==> src/rtl/serial_loader.sv <==
// serial_loader: serial-to-parallel RAM loader; define SERIAL_LOADER_PARITY_EN to add an even-parity bit per word
module serial_loader #(
   parameter int DATA_WIDTH = 192,
   parameter int ADDR_WIDTH = 11,
   parameter int NUM_DP     = 5,
   parameter bit MSB_FIRST  = 1'b0
) (
   input  logic                  CLK,
   input  logic                  RST,
   input  logic                  start,
   input  logic                  ser,
   input  logic                  ser_valid,
   output logic                  we,
   output logic [ADDR_WIDTH-1:0] addr,
   output logic [DATA_WIDTH-1:0] data,
   output logic                  busy,
   output logic                  done,
   output logic [ADDR_WIDTH:0]   word_cnt,
   output logic                  par_err
);
   localparam int CW = $clog2(DATA_WIDTH + 1);
   localparam int IW = $clog2(DATA_WIDTH);
   localparam logic [CW-1:0] LAST = CW'(DATA_WIDTH - 1);
   localparam logic [ADDR_WIDTH:0] LAST_WORD = (ADDR_WIDTH + 1)'(NUM_DP - 1);
`ifdef SERIAL_LOADER_PARITY_EN
   typedef enum logic [2:0] {IDLE, SHIFT, PARITY, WRITE, DONE} state_t;
`else
   typedef enum logic [2:0] {IDLE, SHIFT, WRITE, DONE} state_t;
`endif
   state_t                state_q;
   logic [CW-1:0]         cnt_q;
   logic [ADDR_WIDTH-1:0] addr_q;
   logic [DATA_WIDTH-1:0] data_q, data_d;
   logic [ADDR_WIDTH:0]   word_cnt_q;
   logic                  we_q, busy_q, done_q, par_err_q;
   logic [IW-1:0]         idx;
   assign idx = IW'(MSB_FIRST ? LAST - cnt_q : cnt_q);
   // word with the current serial bit dropped into its slot
   always_comb begin
      data_d = data_q;
      data_d[idx] = ser;
   end
   // load FSM; every output is a register so we/addr/data are glitch-free to the RAM
   always_ff @(posedge CLK) begin
      if (RST) begin
         state_q    <= IDLE;
         cnt_q      <= '0;
         addr_q     <= '0;
         data_q     <= '0;
         word_cnt_q <= '0;
         we_q       <= 1'b0;
         busy_q     <= 1'b0;
         done_q     <= 1'b0;
         par_err_q  <= 1'b0;
      end else begin
         we_q      <= 1'b0;
         par_err_q <= 1'b0;
         case (state_q)
            IDLE, DONE: if (start) begin
               state_q    <= SHIFT;
               cnt_q      <= '0;
               addr_q     <= '0;
               word_cnt_q <= '0;
               done_q     <= 1'b0;
               busy_q     <= 1'b1;
            end
            SHIFT: if (ser_valid) begin
               data_q <= data_d;
               cnt_q  <= cnt_q + 1'b1;
               if (cnt_q == LAST) begin
`ifdef SERIAL_LOADER_PARITY_EN
                  state_q <= PARITY;
`else
                  state_q <= WRITE;
                  we_q    <= 1'b1;
`endif
               end
            end
`ifdef SERIAL_LOADER_PARITY_EN
            PARITY: if (ser_valid) begin
               if (^{data_q, ser}) begin
                  par_err_q <= 1'b1;
                  cnt_q     <= '0;
                  state_q   <= SHIFT;
               end else begin
                  we_q    <= 1'b1;
                  state_q <= WRITE;
               end
            end
`endif
            WRITE: begin
               cnt_q      <= '0;
               word_cnt_q <= word_cnt_q + 1'b1;
               if (word_cnt_q == LAST_WORD) begin
                  state_q <= DONE;
                  done_q  <= 1'b1;
                  busy_q  <= 1'b0;
               end else begin
                  state_q <= SHIFT;
                  addr_q  <= addr_q + 1'b1;
               end
            end
            default: state_q <= IDLE;
         endcase
      end
   end
   assign we       = we_q;
   assign addr     = addr_q;
   assign data     = data_q;
   assign busy     = busy_q;
   assign done     = done_q;
   assign word_cnt = word_cnt_q;
   assign par_err  = par_err_q;
endmodule

==> config.mk <==
export PLATFORM = sky130hd
export DESIGN_NAME = serial_loader
export DESIGN_NICKNAME = d
export VERILOG_FILES = /design/src/rtl/serial_loader.sv
export SDC_FILE = /design/constraint.sdc
export NUM_CORES = 1
export LEC_CHECK = 0
export BUFFER_PORTS_ARGS = -buffer_cell sky130_fd_sc_hd__buf_2
export CORE_ASPECT_RATIO = 1.25
export CORE_MARGIN = 2
export CORE_UTILIZATION = 40
export CTS_CLUSTER_DIAMETER = 40
export DETAILED_ROUTE_END_ITERATION = 12
export GPL_TIMING_DRIVEN = 0
export PLACE_DENSITY = 0.63
export SKIP_LAST_GASP = 1
export SLEW_MARGIN = 20
export SYNTH_ARGS = -nofsm -noshare
export SYNTH_HDL_FRONTEND = slang
export SYNTH_SLANG_ARGS = --single-unit
==> constraint.sdc <==
create_clock -name CLK -period 3.85 [get_ports CLK]
set_clock_uncertainty 0.15 [all_clocks]
set_input_delay 0.385 -clock CLK [delete_from_list [all_inputs] [get_ports CLK]]
set_output_delay 0.385 -clock CLK [all_outputs]
set_load 0.05 [all_outputs]
; ---- Yosys cells after proc, flatten, opt, wreduce, memory -nomap -nowiden
; Cells that the tools add are included.
[classes]
add_sub_neg = 3
magnitude_cmp = 2
n_eq_ne = 10
n_mux = 23
bitwise_logic = 2
n_reduce_logical = 12
[op_table]
columns = op, count
row1 = 192-bit bitwise mux, 1
row2 = 12-bit case mux with 2 select lines, 1
row3 = 8-bit case mux with 3 select lines, 1
row4 = 11-bit two-way mux, 2
row5 = 11-bit case mux with 2 select lines, 1
row6 = 8-bit two-way mux, 2
row7 = "12-bit by 1-bit adder with 12-bit output, second input constant", 1
row8 = "12-bit by 3-bit == test with 1-bit output, second input constant", 1
row9 = 12-bit two-way mux, 1
row10 = 3-bit AND reduction, 4
row11 = "11-bit by 1-bit adder with 11-bit output, second input constant", 1
row12 = "2-bit inequality test, second input constant", 5
row13 = "8-bit by 9-bit less-than comparator with 1-bit output, second input constant", 1
row14 = 3-bit two-way mux, 3
row15 = 3-bit case mux with 3 select lines, 1
row16 = "8-bit by 1-bit adder with 8-bit output, second input constant", 1
row17 = 1-bit demux with 8-bit select, 1
row18 = "8-bit == test, second input constant", 1
row19 = "8-bit by 1-bit >= comparator with 1-bit output, second input constant", 1
row20 = "3-bit by 2-bit == test with 1-bit output, second input constant", 2
row21 = 1-bit two-way mux, 6
row22 = 1-bit case mux with 2 select lines, 2
row23 = 2-bit AND reduction, 2
row24 = "3-bit by 1-bit == test with 1-bit output, second input constant", 1
row25 = 8 further kinds, 9
[word_totals]
reg_bits = 229
out_inout_bits = 219
wordCells = 60

; ---- Logic depth before layout (Yosys ltp)
[logic_depth]
word_depth = 5
ltp_mapped = 9

; ---- Worst setup path after synthesis
; No wires, ideal clock.
[synth_path]
path_kind = register -> register
from = register word_cnt_q[0] (netlist: word_cnt[0])
to = register addr_q[5] (netlist: addr[5])
setup_ns = 0.074
arrival_time_ns = 2.089
setup_slack_ns = 1.536
stages_incl_launch_ff = 8
path_buffers = 1
path_cell_list = dfxtp_1 > inv_1 > ha_1 > nor4b_2 > and3_1 > clkbuf_1 > or4_1 > a31oi_1
[synth_via]
elab_chain_cells = 3
[synth_lines]
columns = item, line
row1 = start: declaration, 34  ; logic [ADDR_WIDTH:0] word_cnt_q;
row2 = start signal: assignment, 93  ; word_cnt_q <= word_cnt_q + 1'b1;
row3 = 12-bit by 3-bit == test with 1-bit output, 94  ; if (word_cnt_q == LAST_WORD) begin
row4 = 2-bit inequality test (no line), --
row5 = 3-bit AND reduction (no line), --
row6 = end signal: assignment, 100  ; addr_q <= addr_q + 1'b1;
row7 = end: declaration, 32  ; logic [ADDR_WIDTH-1:0] addr_q;
; No other way between the ends.
; A chain may end at the register's enable or synchronous reset.

; ---- Final worst setup path
[layout_path]
from = register cnt_q[0]
to = register data_q[171] (netlist: data[171])
[layout_via]
elab_chain_cells = 5
elab_cells_between_ends = 6
[layout_lines]
columns = item, line
row1 = start: declaration, 31  ; logic [CW-1:0] cnt_q;
row2 = start signal: assignment, 69  ; cnt_q <= cnt_q + 1'b1;
row3 = 8-bit by 9-bit less-than comparator with 1-bit output (implied by the code) / 8-bit by 1-bit >= comparator with 1-bit output (equally long branches), 41  ; data_d[idx] = ser;
row4 = 1-bit logical AND (implied by the code), 41
row5 = 1-bit two-way mux (implied by the code), 41
row6 = 1-bit demux with 8-bit select *, 41
row7 = 192-bit bitwise mux *, 41
row8 = end signal: assignment, 68  ; data_q <= data_d;
row9 = end: declaration, 33  ; logic [DATA_WIDTH-1:0] data_q, data_d;
; Mark *: on every way between the ends. The rest lies on a longest branch, timed or not.

==> results.md <==
- The source of the worst register-to-register timing path is cnt_q[0].
- The via count of the first global-routing pass is between 9,000 and 10,000.
- In this run the number of H-tree levels came out at 1.
- The element type at the critical path end is a flop.
- In the final routed layout, each cell accounts on average for 20.9 um.
- After filler insertion, the fill cell instance count of the layout stands at 2,354.
- The share of total power dissipated in combinational logic is 0.101.
- The final count of pins violating max slew is 0.
- The area used by sequential logic in the layout is roughly 4600 um^2.
- The measured slew at the worst slew-check pin is 1.19 ns.
- Summing every instance area after synthesis gives 9570 um^2.
- The fraction of registers with async set or reset after synthesis is 0.
- The required time of the critical path is ~4.1 ns.
- The total internal power is between 4 and 5 mW.
- For this run, the total global-route usage over all layers was measured as 0.279.
- Summed over all layers, the global routing overflow is 0.
- The post-cts gate resize count is 0.
- After synthesis, the netlist uses 57 different library cells.
- The max capacitance violation total is 0.
- The floorplan has 63 rows.
- Of the total power, the clock network draws 0.488.
- The routed design has 36,400 um of wire.
- The vertical die dimension is approximately 180 um.
- The source-to-sink clock delay at the later pin of the worst-skew pair is 0.53 ns.
- Headroom to the max-slew limit came out at 0.202.
- The shortest clock period the worst path allows after layout is between 2 and 3 ns.
- IR analysis of the VDD net gives a maximum drop of between 0.0003 and 0.0004 V.
- The share of total power in sequential cells is 0.411.
- The share of post-route cells with drive strength above 1 is 0.220.
- The total cell area at the placement stage is 11,000 um^2.
- In the synthesized netlist the dominant register cell turns out to be sky130_fd_sc_hd__dfxtp_1.
- The first global-routing pass estimated roughly 54,000 um of wire.
- Summing all non-filler instances in the final layout gives an area of roughly 12,000 um^2.
- The static power due to leakage is about 4.6 nW.
- The repair_antennas step left the layout with diodes totalling 0.
- The achievable clock frequency is 0.360 GHz.
- Setup violations remaining at the end of the flow were counted as 0.
- The clock slew seen by the registers of the worst setup and hold paths is around 0.06 ns.
- Yosys mapped a number of flops with a built-in enable equal to 0.
- The critical path startpoint is cnt_q[0].
- Setup repair after global routing left no endpoint under its margin.
- The number of cells after detailed placement is around 1,700.
- The worst hold path begins at ser.
- The synthesized design contains roughly 230 register bits.
- The area of the multi-input gates is ~4500 um^2.
- At the end of the flow the core is filled with cells to 0.511.
- The fraction of the cycle the final worst path needs is 0.722.
- The setup total negative slack is 0 ns.
- The clock tree from TritonCTS is done.
- The total power divided by cell area is roughly 500 nW/um^2.
- The kind of start point of the critical path is a flop.
- The average cell area after synthesis is about 8.1 um^2.
- The run finished with clean final reports.
- For this run, design rule violations remaining after detail routing come to 0.
- The number of standard cells in the final layout excluding fillers is roughly 1,700.
- Once detailed placement completed, the half-perimeter wirelength came to around 25,000 um.
- The switching component of the power is about 1.5 mW.
- The tightest min-delay check is of the in2reg type.
- For this configuration, the core starts out at a cell density of 0.405.
- The area of the placeable core is between 20,000 and 25,000 um^2.
- The number of port buffers is 220.
- Compared with the post-synthesis result, the final layout area differs by 26.2%.
- After the first detailed-routing iteration, the DRC count stood at ~930.
- The clock root buffer is sky130_fd_sc_hd__clkbuf_16.
- The switching portion of total power is 0.254.
- The number of antenna violations at the first check in global routing is 1.
- The post-synth net total is between 1,000 and 1,500.
- In the synthesized netlist, the number of instances is 1,179.
- The count of final hold-check violations is 0.
- The count of nets left with antenna violations once routing finished came out at 0.
- At the end of routability-driven placement, the weighted congestion stood at 0.961.
- The die extent in x is 142 um.
- The detailed-routing iteration count for the pre-antenna-repair pass is 5.
- Entering global routing, the biggest net connects 14 pins.
- The die outline area is ~25,000 um^2.
- Using the TritonRoute via totals, the vias-per-cell ratio works out to slightly below 6.
- The sequential element share of the synthesized area is 0.477.
- Across all hold checks on the routed design, the worst slack comes to around 0.13 ns.
- The total clock buffers created by CTS is 28.
- The Yosys step of the flow raised 0 warnings.
- The post-CTS setup-driven buffer insertion count is 0.
- The number of sinks driven by the clock tree is 228.
- The number of hold buffers added after cts is 0.
- Across all layers, the routed design uses just over 10,000 vias.
- The number of nets in the layout is roughly 1,400.
- No sink is reached through more buffers than the 3 on the longest clock path.
- The number of placed I/O pins is approximately 220.
- The path type of the worst setup path is reg2reg.
- Of all nets on the critical path, the largest fanout is 10.
- The data arrival time of the critical path is ~3.0 ns.
## stage by stage
step	worst slack (ns)	power (mW)
finish	1.07	5.86
global route	0.936	6.04
CTS	1.10	5.88
detailed placement	1.13	3.05
global placement	1.17	3.04
floorplan	1.54	2.87
## power by group through the flow
stage               Clock [mW]  Sequential [mW]  Combinational (mW)
floorplan                    0             2.49               0.378
global placement             0             2.46               0.580
detailed placement           0             2.46               0.587
CTS                       2.88             2.41               0.588
global route              2.98             2.41               0.648
finish                    2.86             2.41               0.593
## sequential cells by signal, summed over array words and instances, names as in the netlist
| signal | cells |
|---|---|
| addr | 11 |
| busy | 1 |
| cnt_q | 8 |
| we | 1 |
| state_q | 2 |
| data | 192 |
| done | 1 |
| word_cnt | 12 |
## worst paths after layout
kind	end	slack, ns	depth (start not counted)
worst max register to register	data[171]	1.07	5
worst min register to register	data[0]	0.32	2
worst min-delay path	data[116]	0.13	3
worst max-delay path	data[171]	1.07	5
## critical path, cell delays in order (launching register included)
cell	delay [ns]
sky130_fd_sc_hd__dfxtp_1	0.42
sky130_fd_sc_hd__ha_1	0.32
sky130_fd_sc_hd__clkbuf_1	0.48
sky130_fd_sc_hd__nand3_1	0.74
sky130_fd_sc_hd__o21ai_0	0.44
sky130_fd_sc_hd__a21oi_1	0.10
## synthesized netlist by cell type (3+ instances only)
| cell | instances | share of area |
|---|---|---|
| sky130_fd_sc_hd__and3_1 | 13 | 0.0085 |
| sky130_fd_sc_hd__clkbuf_1 | 74 | 0.029 |
| sky130_fd_sc_hd__o21ai_0 | 197 | 0.10 |
| sky130_fd_sc_hd__buf_2 | 25 | 0.013 |
| sky130_fd_sc_hd__nand3_1 | 197 | 0.10 |
| sky130_fd_sc_hd__nand4b_1 | 5 | 0.0046 |
| sky130_fd_sc_hd__nor3_1 | 10 | 0.0052 |
| sky130_fd_sc_hd__nand4_1 | 31 | 0.020 |
| sky130_fd_sc_hd__inv_1 | 12 | 0.0047 |
| sky130_fd_sc_hd__nor3_2 | 3 | 0.0031 |
| sky130_fd_sc_hd__nand3b_1 | 10 | 0.0078 |
| sky130_fd_sc_hd__dfxtp_1 | 228 | 0.48 |
| sky130_fd_sc_hd__nand2b_1 | 4 | 0.0026 |
| sky130_fd_sc_hd__or4_1 | 4 | 0.0031 |
| sky130_fd_sc_hd__buf_4 | 5 | 0.0039 |
| sky130_fd_sc_hd__nor4_1 | 5 | 0.0033 |
| sky130_fd_sc_hd__ha_1 | 10 | 0.013 |
| sky130_fd_sc_hd__nor2b_1 | 7 | 0.0046 |
| sky130_fd_sc_hd__and2_1 | 3 | 0.0020 |
| sky130_fd_sc_hd__xor2_1 | 5 | 0.0046 |
| sky130_fd_sc_hd__or3_1 | 8 | 0.0052 |
| sky130_fd_sc_hd__xnor2_1 | 6 | 0.0055 |
| sky130_fd_sc_hd__a31oi_1 | 6 | 0.0039 |
| sky130_fd_sc_hd__nand2_1 | 37 | 0.015 |
| sky130_fd_sc_hd__nor2_1 | 31 | 0.012 |
| sky130_fd_sc_hd__a21oi_1 | 204 | 0.11 |
## routing by layer
| layer | up-vias | wire, um | global-route usage |
|---|---|---|---|
| li1 | 4799 | - | - |
| met1 | 4893 | 14600 | 0.357 |
| met2 | 528 | 17100 | 0.469 |
| met3 | 78 | 3260 | 0.0446 |
| met4 | 0 | 1470 | 0.111 |
| met5 | - | 0 | 0 |
## layout make-up
| cell class | instances | area share |
|---|---|---|
| repair buffers | 220 | 0.0912 |
| well taps | 292 | 0.0303 |
| multi-input cells | 831 | 0.374 |
| flip-flops and latches | 228 | 0.378 |
| clock buffers | 40 | 0.0693 |
| inverters | 12 | 0.00373 |
| clock inverters | 11 | 0.0153 |
| plain buffers | 108 | 0.0384 |
## cells by family (layout without fill, tap and decap cells)
family / Yosys count / after routing / synth area share
simple gates: 383 / 383 / 0.216
mux: 2 / 2 / 0.00222
xor+xnor: 11 / 11 / 0.0101
buf+inv: 120 / 391 / 0.0532
compound gates: 424 / 424 / 0.228
fa+ha+maj: 10 / 10 / 0.0131
other cells: 1 / 1 / 0.000392
flops: 228 / 228 / 0.477
## layout by cell type (no fill, tap or decap), types with 10 or more instances in the layout
cell type	instances
sky130_fd_sc_hd__buf_2	245
sky130_fd_sc_hd__dfxtp_1	228
sky130_fd_sc_hd__a21oi_1	204
sky130_fd_sc_hd__nand3_1	197
sky130_fd_sc_hd__o21ai_0	197
sky130_fd_sc_hd__clkbuf_1	78
sky130_fd_sc_hd__nand2_1	37
sky130_fd_sc_hd__nand4_1	31
sky130_fd_sc_hd__clkbuf_16	29
sky130_fd_sc_hd__nor2_1	24
sky130_fd_sc_hd__and3_1	13
sky130_fd_sc_hd__inv_1	12
sky130_fd_sc_hd__nand3b_1	10
sky130_fd_sc_hd__nor3_1	10
sky130_fd_sc_hd__ha_1	10
No activity file was read; power rests on OpenSTA's default activity.
